**src/rtl/comp_link_pkg.sv**
```systemverilog
// Shared constants for the comparator optical link.
// Holds the transmit state encoding, the K28.5 comma character, the default
// idle/fill word, the frame length and the word-index constants of a frame.
package comp_link_pkg;

  // Transmit state encoding; the values are visible on the STATE port.
  localparam logic [1:0] ST_OFF  = 2'd0;
  localparam logic [1:0] ST_SYNC = 2'd1;
  localparam logic [1:0] ST_RUN  = 2'd2;

  // K28.5 comma used as the low byte of every frame header.
  localparam logic [7:0] K28_5 = 8'hBC;

  // Default fill word: K28.5 in the low byte, D16.2 in the high byte.
  localparam logic [15:0] LINK_IDLE_WORD = 16'h50BC;

  // A frame is four 16-bit words, W0 (header) to W3.
  localparam int FRAME_LEN = 4;

  localparam logic [1:0] W0 = 2'd0;
  localparam logic [1:0] W1 = 2'd1;
  localparam logic [1:0] W2 = 2'd2;
  localparam logic [1:0] W3 = 2'(FRAME_LEN - 1);

  // Per-byte K flags: header and idle words carry a comma in the low byte.
  localparam logic [1:0] TXK_CTRL = 2'b01;
  localparam logic [1:0] TXK_DATA = 2'b00;

endpackage

```
**src/rtl/comp_frame_mux.sv**
```systemverilog
// Combinational word selector for the comparator link frame.
// Ports:
//   phase  in  2   word index of the word being selected (W0..W3)
//   state  in  2   transmit state the word belongs to
//   idle   in  1   the frame is an idle/fill frame
//   seq    in  8   sequence number placed in the W0 header
//   hold   in  48  captured comparator bits {G6C,G5C,G4C,G3C,G2C,G1C}
//   txd    out 16  selected transmit word
//   txk    out 2   per-byte K flags for txd
// The parent registers txd/txk, so this block has no clock.
module comp_frame_mux
  import comp_link_pkg::*;
#(
  parameter logic [15:0] IDLE_WORD = LINK_IDLE_WORD
) (
  input  logic [1:0]  phase,
  input  logic [1:0]  state,
  input  logic        idle,
  input  logic [7:0]  seq,
  input  logic [47:0] hold,
  output logic [15:0] txd,
  output logic [1:0]  txk
);

  // Anything other than a data frame in RUN collapses to the fill word, so a
  // stale idle flag outside RUN can never leak comparator bits onto the link.
  always_comb begin
    txd = IDLE_WORD;
    txk = TXK_CTRL;
    if (state == ST_RUN && !idle) begin
      case (phase)
        W0: begin
          txd = {seq, K28_5};
          txk = TXK_CTRL;
        end
        W1: begin
          txd = hold[15:0];
          txk = TXK_DATA;
        end
        W2: begin
          txd = hold[31:16];
          txk = TXK_DATA;
        end
        default: begin
          txd = hold[47:32];
          txk = TXK_DATA;
        end
      endcase
    end
  end

endmodule

```
**src/rtl/comp_frame_tx.sv**
```systemverilog
// Transmit framer for the comparator path to the trigger motherboard.
// Packs one bunch crossing of the six 8-bit layer comparator buses into a
// four-word frame (header with sequence number, then three data words),
// sends idle fill while the link is off or synchronising, optionally
// suppresses all-zero crossings, and flags bunch strobes that arrive out of
// frame phase.
// Ports:
//   CLK          in  1   transmit clock (4x LCT clock)
//   RST_B        in  1   asynchronous active-low reset
//   G1C..G6C     in  8   layer comparator bits, synchronous to CLK
//   BX_STRB      in  1   bunch-crossing start strobe
//   EN           in  1   enable data transmission
//   ZS_EN        in  1   zero-suppression enable, sampled at frame start
//   LINK_RDY     in  1   transmitter ready; low forces OFF at once
//   TXD          out 16  registered transmit word
//   TXK          out 2   registered per-byte K flags
//   STATE        out 2   0=OFF, 1=SYNC, 2=RUN
//   ALIGN_ERR    out 1   pulse when BX_STRB arrives mid-frame
//   DATA_FRAMES  out 16  saturating count of data frames sent
module comp_frame_tx
  import comp_link_pkg::*;
#(
  parameter int unsigned SYNC_FRAMES = 16,
  parameter logic [15:0] IDLE_WORD   = LINK_IDLE_WORD,
  parameter bit          ZS_DEFAULT  = 1'b1
) (
  input  logic        CLK,
  input  logic        RST_B,
  input  logic [7:0]  G1C,
  input  logic [7:0]  G2C,
  input  logic [7:0]  G3C,
  input  logic [7:0]  G4C,
  input  logic [7:0]  G5C,
  input  logic [7:0]  G6C,
  input  logic        BX_STRB,
  input  logic        EN,
  input  logic        ZS_EN,
  input  logic        LINK_RDY,
  output logic [15:0] TXD,
  output logic [1:0]  TXK,
  output logic [1:0]  STATE,
  output logic        ALIGN_ERR,
  output logic [15:0] DATA_FRAMES
);

  localparam logic [8:0] SYNC_LIMIT = 9'(SYNC_FRAMES);

  logic [1:0]  phase, phase_d;
  logic [1:0]  state, state_d;
  logic [7:0]  sync_cnt, sync_d;
  logic [7:0]  seq, seq_d;
  logic [15:0] data_frames, data_frames_d;
  logic [47:0] hold, hold_d;
  logic        frame_idle, idle_d;
  logic        zs_flag, zs_d;
  logic        align_d;
  logic        frame_start;
  logic [47:0] bus_in;
  logic [15:0] txd_d;
  logic [1:0]  txk_d;

  assign bus_in      = {G6C, G5C, G4C, G3C, G2C, G1C};
  assign frame_start = BX_STRB || (phase == W3);

  // Next-state logic. The output word is selected from the *next* phase and
  // frame contents so that the header appears one clock after frame start.
  // A frame that ends at W3 as data advances SEQ; a frame cut short by an
  // early strobe or by a link drop never reaches W3 and leaves SEQ alone.
  always_comb begin
    phase_d       = frame_start ? W0 : phase + 2'd1;
    hold_d        = frame_start ? bus_in : hold;
    zs_d          = frame_start ? ZS_EN : zs_flag;
    align_d       = BX_STRB && (phase != W3);
    state_d       = state;
    sync_d        = sync_cnt;
    seq_d         = seq;
    idle_d        = frame_idle;
    data_frames_d = data_frames;

    if (!LINK_RDY) begin
      state_d = ST_OFF;
      sync_d  = 8'd0;
      idle_d  = 1'b1;
    end else begin
      if (phase == W3 && state == ST_RUN && !frame_idle) begin
        seq_d = seq + 8'd1;
      end
      if (frame_start) begin
        case (state)
          ST_OFF: begin
            if (EN) begin
              state_d = ST_SYNC;
              sync_d  = 8'd0;
            end
          end
          ST_SYNC: begin
            if (!EN) begin
              state_d = ST_OFF;
              sync_d  = 8'd0;
            end else if (({1'b0, sync_cnt} + 9'd1) >= SYNC_LIMIT) begin
              state_d = ST_RUN;
              seq_d   = 8'd0;
            end else begin
              sync_d = sync_cnt + 8'd1;
            end
          end
          ST_RUN: begin
            if (!EN) begin
              state_d = ST_OFF;
            end
          end
          default: begin
            state_d = ST_OFF;
            sync_d  = 8'd0;
          end
        endcase
        idle_d = !((state_d == ST_RUN) && !(zs_d && (bus_in == 48'd0)));
        if (!idle_d && data_frames != 16'hFFFF) begin
          data_frames_d = data_frames + 16'd1;
        end
      end
    end
  end

  comp_frame_mux #(
    .IDLE_WORD(IDLE_WORD)
  ) u_mux (
    .phase(phase_d),
    .state(state_d),
    .idle (idle_d),
    .seq  (seq_d),
    .hold (hold_d),
    .txd  (txd_d),
    .txk  (txk_d)
  );

  // All state, counters and the output word. Reset parks the phase at W3 so
  // the very first clock after reset is a frame start.
  always_ff @(posedge CLK or negedge RST_B) begin
    if (!RST_B) begin
      phase       <= W3;
      state       <= ST_OFF;
      sync_cnt    <= 8'd0;
      seq         <= 8'd0;
      data_frames <= 16'd0;
      hold        <= 48'd0;
      frame_idle  <= 1'b1;
      zs_flag     <= ZS_DEFAULT;
      ALIGN_ERR   <= 1'b0;
      TXD         <= IDLE_WORD;
      TXK         <= TXK_CTRL;
    end else begin
      phase       <= phase_d;
      state       <= state_d;
      sync_cnt    <= sync_d;
      seq         <= seq_d;
      data_frames <= data_frames_d;
      hold        <= hold_d;
      frame_idle  <= idle_d;
      zs_flag     <= zs_d;
      ALIGN_ERR   <= align_d;
      TXD         <= txd_d;
      TXK         <= txk_d;
    end
  end

  assign STATE       = state;
  assign DATA_FRAMES = data_frames;

endmodule

```
**config.mk**
```make
export PLATFORM = sky130hd
export DESIGN_NAME = comp_frame_tx
export DESIGN_NICKNAME = d
export VERILOG_FILES = /design/src/rtl/comp_link_pkg.sv /design/src/rtl/comp_frame_mux.sv /design/src/rtl/comp_frame_tx.sv
export SDC_FILE = /design/constraint.sdc
export NUM_CORES = 1
export LEC_CHECK = 0
export CORE_ASPECT_RATIO = 0.9
export CORE_MARGIN = 3
export CORE_UTILIZATION = 50
export DETAILED_ROUTE_END_ITERATION = 16
export PLACE_DENSITY = 0.77
export SLEW_MARGIN = 20
export SYNTH_ARGS = -nofsm -noshare
export SYNTH_HDL_FRONTEND = slang
export SYNTH_SLANG_ARGS = --single-unit
```
**constraint.sdc**
```tcl
create_clock -name CLK -period 2.9 [get_ports CLK]
set_clock_uncertainty 0.2 [all_clocks]
set_input_delay 0.58 -clock CLK [delete_from_list [all_inputs] [get_ports CLK]]
set_output_delay 0.58 -clock CLK [all_outputs]
set_load 0.1 [all_outputs]
```
==> flow_metrics.py <==
metrics = {
    "status": {
        "status": "complete, no violations",
    },
    "synth": {
        "synth_common_cells": "nand2_1, dfrtp_1, nor2_1, a21oi_1",
        "ys_top_cells_by_area": "dfrtp_1, nand2_1, dfstp_2",
        "syn_area_um2": 4830,
        "syn_nets": 560,
        "syn_inst": 501,
        "synth_most_common_cell": "nand2_1",
        "synth_cell_types": 50,
        "netlist.area_leader.share_pct": 47.6,
        "synth_warnings": 0,
        "ys_seq_area_share_pct": 54.2,
        "ys_ff_latch": 104,
        "synth_top_area_cell": "dfrtp_1",
        "synthArstFlopShare_pct": 100,
        "ys.flop_type": "dfrtp_1",
        "synth-edff-count": 0,
        "syn_avg_cell_area_um2": 9.65,
    },
    "worst_setup_path": {
        "crit_chain": "clkdlybuf4s50_1 > nor4_1 > nand4_1 > or4_4 > o211ai_1 > buf_4 > mux2_2",
        "critical_path_peak_fanout": 5,
        "crit_path_start_kind": "input port",
        "ff2ff_path_depth": 9,
        "critPathTopFamily": "simple AND/OR/NAND/NOR gates",
        "cpMaxStageDelayCell": "nor4_1",
        "cp_num_cells": 7,
        "max_stage_delay_ns": 0.49,
        "critical_path_required_ns": 2.96,
        "critPathKind": "input port to flop",
        "path_buf_inv": 2,
        "reg2reg_setup_slack_ns": 0.26,
        "cp.arrival_ns": 2.77,
        "crit_path_end_kind": "flop",
    },
    "die": {
        "start_util_pct": 52.3,
        "die_h_um": 99.3,
        "num_rows": 33,
        "coreArea_um2": 9250,
        "dieArea_um2": 10900,
        "io_pins": 91,
        "chipWidth_um": 110,
    },
    "run": {
        "cap_violations": 0,
    },
    "clock_network": {
        "clk-insertion-delay-late_ns": 0.36,
        "cts_tree": "yes",
        "cts_buffer_depth": 2,
        "cts.root.buffer_cell": "clkbuf_8",
        "numCtsBuffers": 9,
        "clk_pin_slew_ns": 0.10,
        "cts_resized": 0,
        "numClockSinks": 104,
        "cts.htree.levels": 3,
    },
    "global_routing": {
        "track_usage_pct": 23.7,
        "grt_pass1_wl_mm": 20.1,
        "grt_overflow": 0,
        "antenna_found_initial": 0,
        "grt_max_degree": 46,
        "grt_pass1_vias": 4075,
    },
    "cells_and_area": {
        "area_growth_pct": 29.4,
        "n_fill_cell": 739,
        "diodes": 0,
        "design_area_um2": 6250,
        "drive_gt1_share_pct": 21.3,
        "nNetsFinal": 677,
    },
    "place": {
        "portBuffers": 89,
        "pre_cts_ws_ns": -0.179,
        "hpwl_mm": 9.06,
        "gp_routability_congestion": 0.841,
        "dpl_cell_area_um2": 6000,
    },
    "detailed_routing": {
        "drtPass1Iterations": 5,
        "wire_per_inst_um": 16.2,
        "via_per_inst": 5.47,
        "ant_nets": 0,
        "drt_wl_total_mm": 12.1,
        "drc": 0,
        "drtIter0Drc": 235,
        "vias": 4074,
    },
    "timing": {
        "fmax_mhz": 369,
        "relSlewSlack_pct": 65.4,
        "setup_tns_ns": 0,
        "worst_pin_slew_ns": 0.519,
        "maxSlewViolCount": 0,
        "timing.final.ws_setup_ns": 0.192,
        "hold_ws_ns": 0.272,
        "rsz0062_at_grt": "no",
        "finalSetupViolations": 0,
        "hold_viol": 0,
        "period_share_pct": 93.4,
        "min_period_ns": 2.71,
    },
    "pwr": {
        "p_leak_uw": 0.00298,
        "power_density_nw_per_um2": 508,
        "ir_worst_vdd_mv": 0.281,
        "total_power_uw": 3180,
    },
    "min_path": {
        "hold_class": "flop to flop",
        "holdPathStages": 2,
    },
}
[where the power goes]
group | internal, uW | switching, uW
combinational | 223 | 285
clock | 598 | 490
sequential | 1540 | 43.0
total | 2360 | 818
[flip-flops by register name (all words and copies together) (netlist names)]
register     cells
sync_cnt         8
TXD             16
STATE            2
seq              8
zs_flag          1
hold            48
phase            2
frame_idle       1
TXK              1
ALIGN_ERR        1
DATA_FRAMES     16
[cell usage in the layout, fill, tap and decap left out, types with 11 or more instances in the layout]
cell,Yosys,routed
nor4_1,12,12
mux2_2,17,17
dfstp_2,12,12
nand3_1,13,13
nand4_1,13,13
nand2_1,132,132
dfrtp_1,92,92
clkdlybuf4s50_1,0,52
a21oi_1,21,21
nor2_1,40,40
xor2_1,17,17
buf_4,3,78
nand2b_1,11,11
[worst paths after layout]
path                                    start                           to
setup / recovery                       G1C[4]   DATA_FRAMES[1]$_DFFE_PN0P_
hold / removal             hold[47]$_DFF_PN0_           hold[47]$_DFF_PN0_
setup reg to reg           phase[0]$_DFF_PN1_  DATA_FRAMES[15]$_DFFE_PN0P_
hold reg to reg            hold[47]$_DFF_PN0_           hold[47]$_DFF_PN0_
max in group asynchronous               RST_B           hold[41]$_DFF_PN0_
min in group asynchronous               RST_B           hold[39]$_DFF_PN0_
[worst reg2reg max path: stages, from the launching register on]
cell      delay (ns)
dfstp_2         0.55
ha_1            0.30
nor2_4          0.08
buf_4           0.15
nor3b_1         0.39
o211ai_1        0.13
buf_4           0.17
buf_4           0.14
nor4_2          0.30
xor2_1          0.17
[routing by layer]
layer / GRT usage (%) / up-vias / wire [um]
li1: - / 1918 / -
met3: 5.26 / 13 / 764
met1: 32.8 / 2013 / 5270
met5: 0 / - / 0
met4: 6.71 / 0 / 146
met2: 37.9 / 130 / 5910
[logic make-up (layout without fill, tap and decap cells)]
| group | count (synthesis) | count (layout) | share of synthesized area [%] |
|---|---|---|---|
| compound gates | 54 | 54 | 7.35 |
| xor+xnor | 23 | 23 | 4.32 |
| fa+ha+maj | 5 | 5 | 1.29 |
| buf+inv | 36 | 158 | 3.26 |
| flops | 104 | 104 | 54.2 |
| mux | 23 | 23 | 5.20 |
| other cells | 1 | 1 | 0.0776 |
| simple gates | 255 | 255 | 24.3 |
[cell type report]
cell class | count | area [um^2] | area share (%)
Multi-Input combinational cell | 361 | 2060 | 33.0
Sequential cell | 104 | 2620 | 41.9
Clock buffer | 11 | 141 | 2.26
Tap cell | 122 | 153 | 2.44
Inverter | 10 | 37.5 | 0.600
Clock inverter | 5 | 104 | 1.66
Timing Repair Buffer | 132 | 1140 | 18.2
[stage by stage]
step	utilization, %	instances
2_1_floorplan	-	501
3_3_place_gp	64.8	728
3_5_place_dp	64.8	728
4_1_cts	67.6	745
5_1_grt	67.6	745
6_report	67.6	745
[timing repair]
| item | in CTS | in global routing |
|---|---|---|
| hold buffers | 1 | 0 |
| endpoints found under the setup margin | 0 | 0 |
| setup buffers | 0 | 0 |
| hold endpoints to repair | 29 | 0 |
Power figures use the tool's default switching activity.
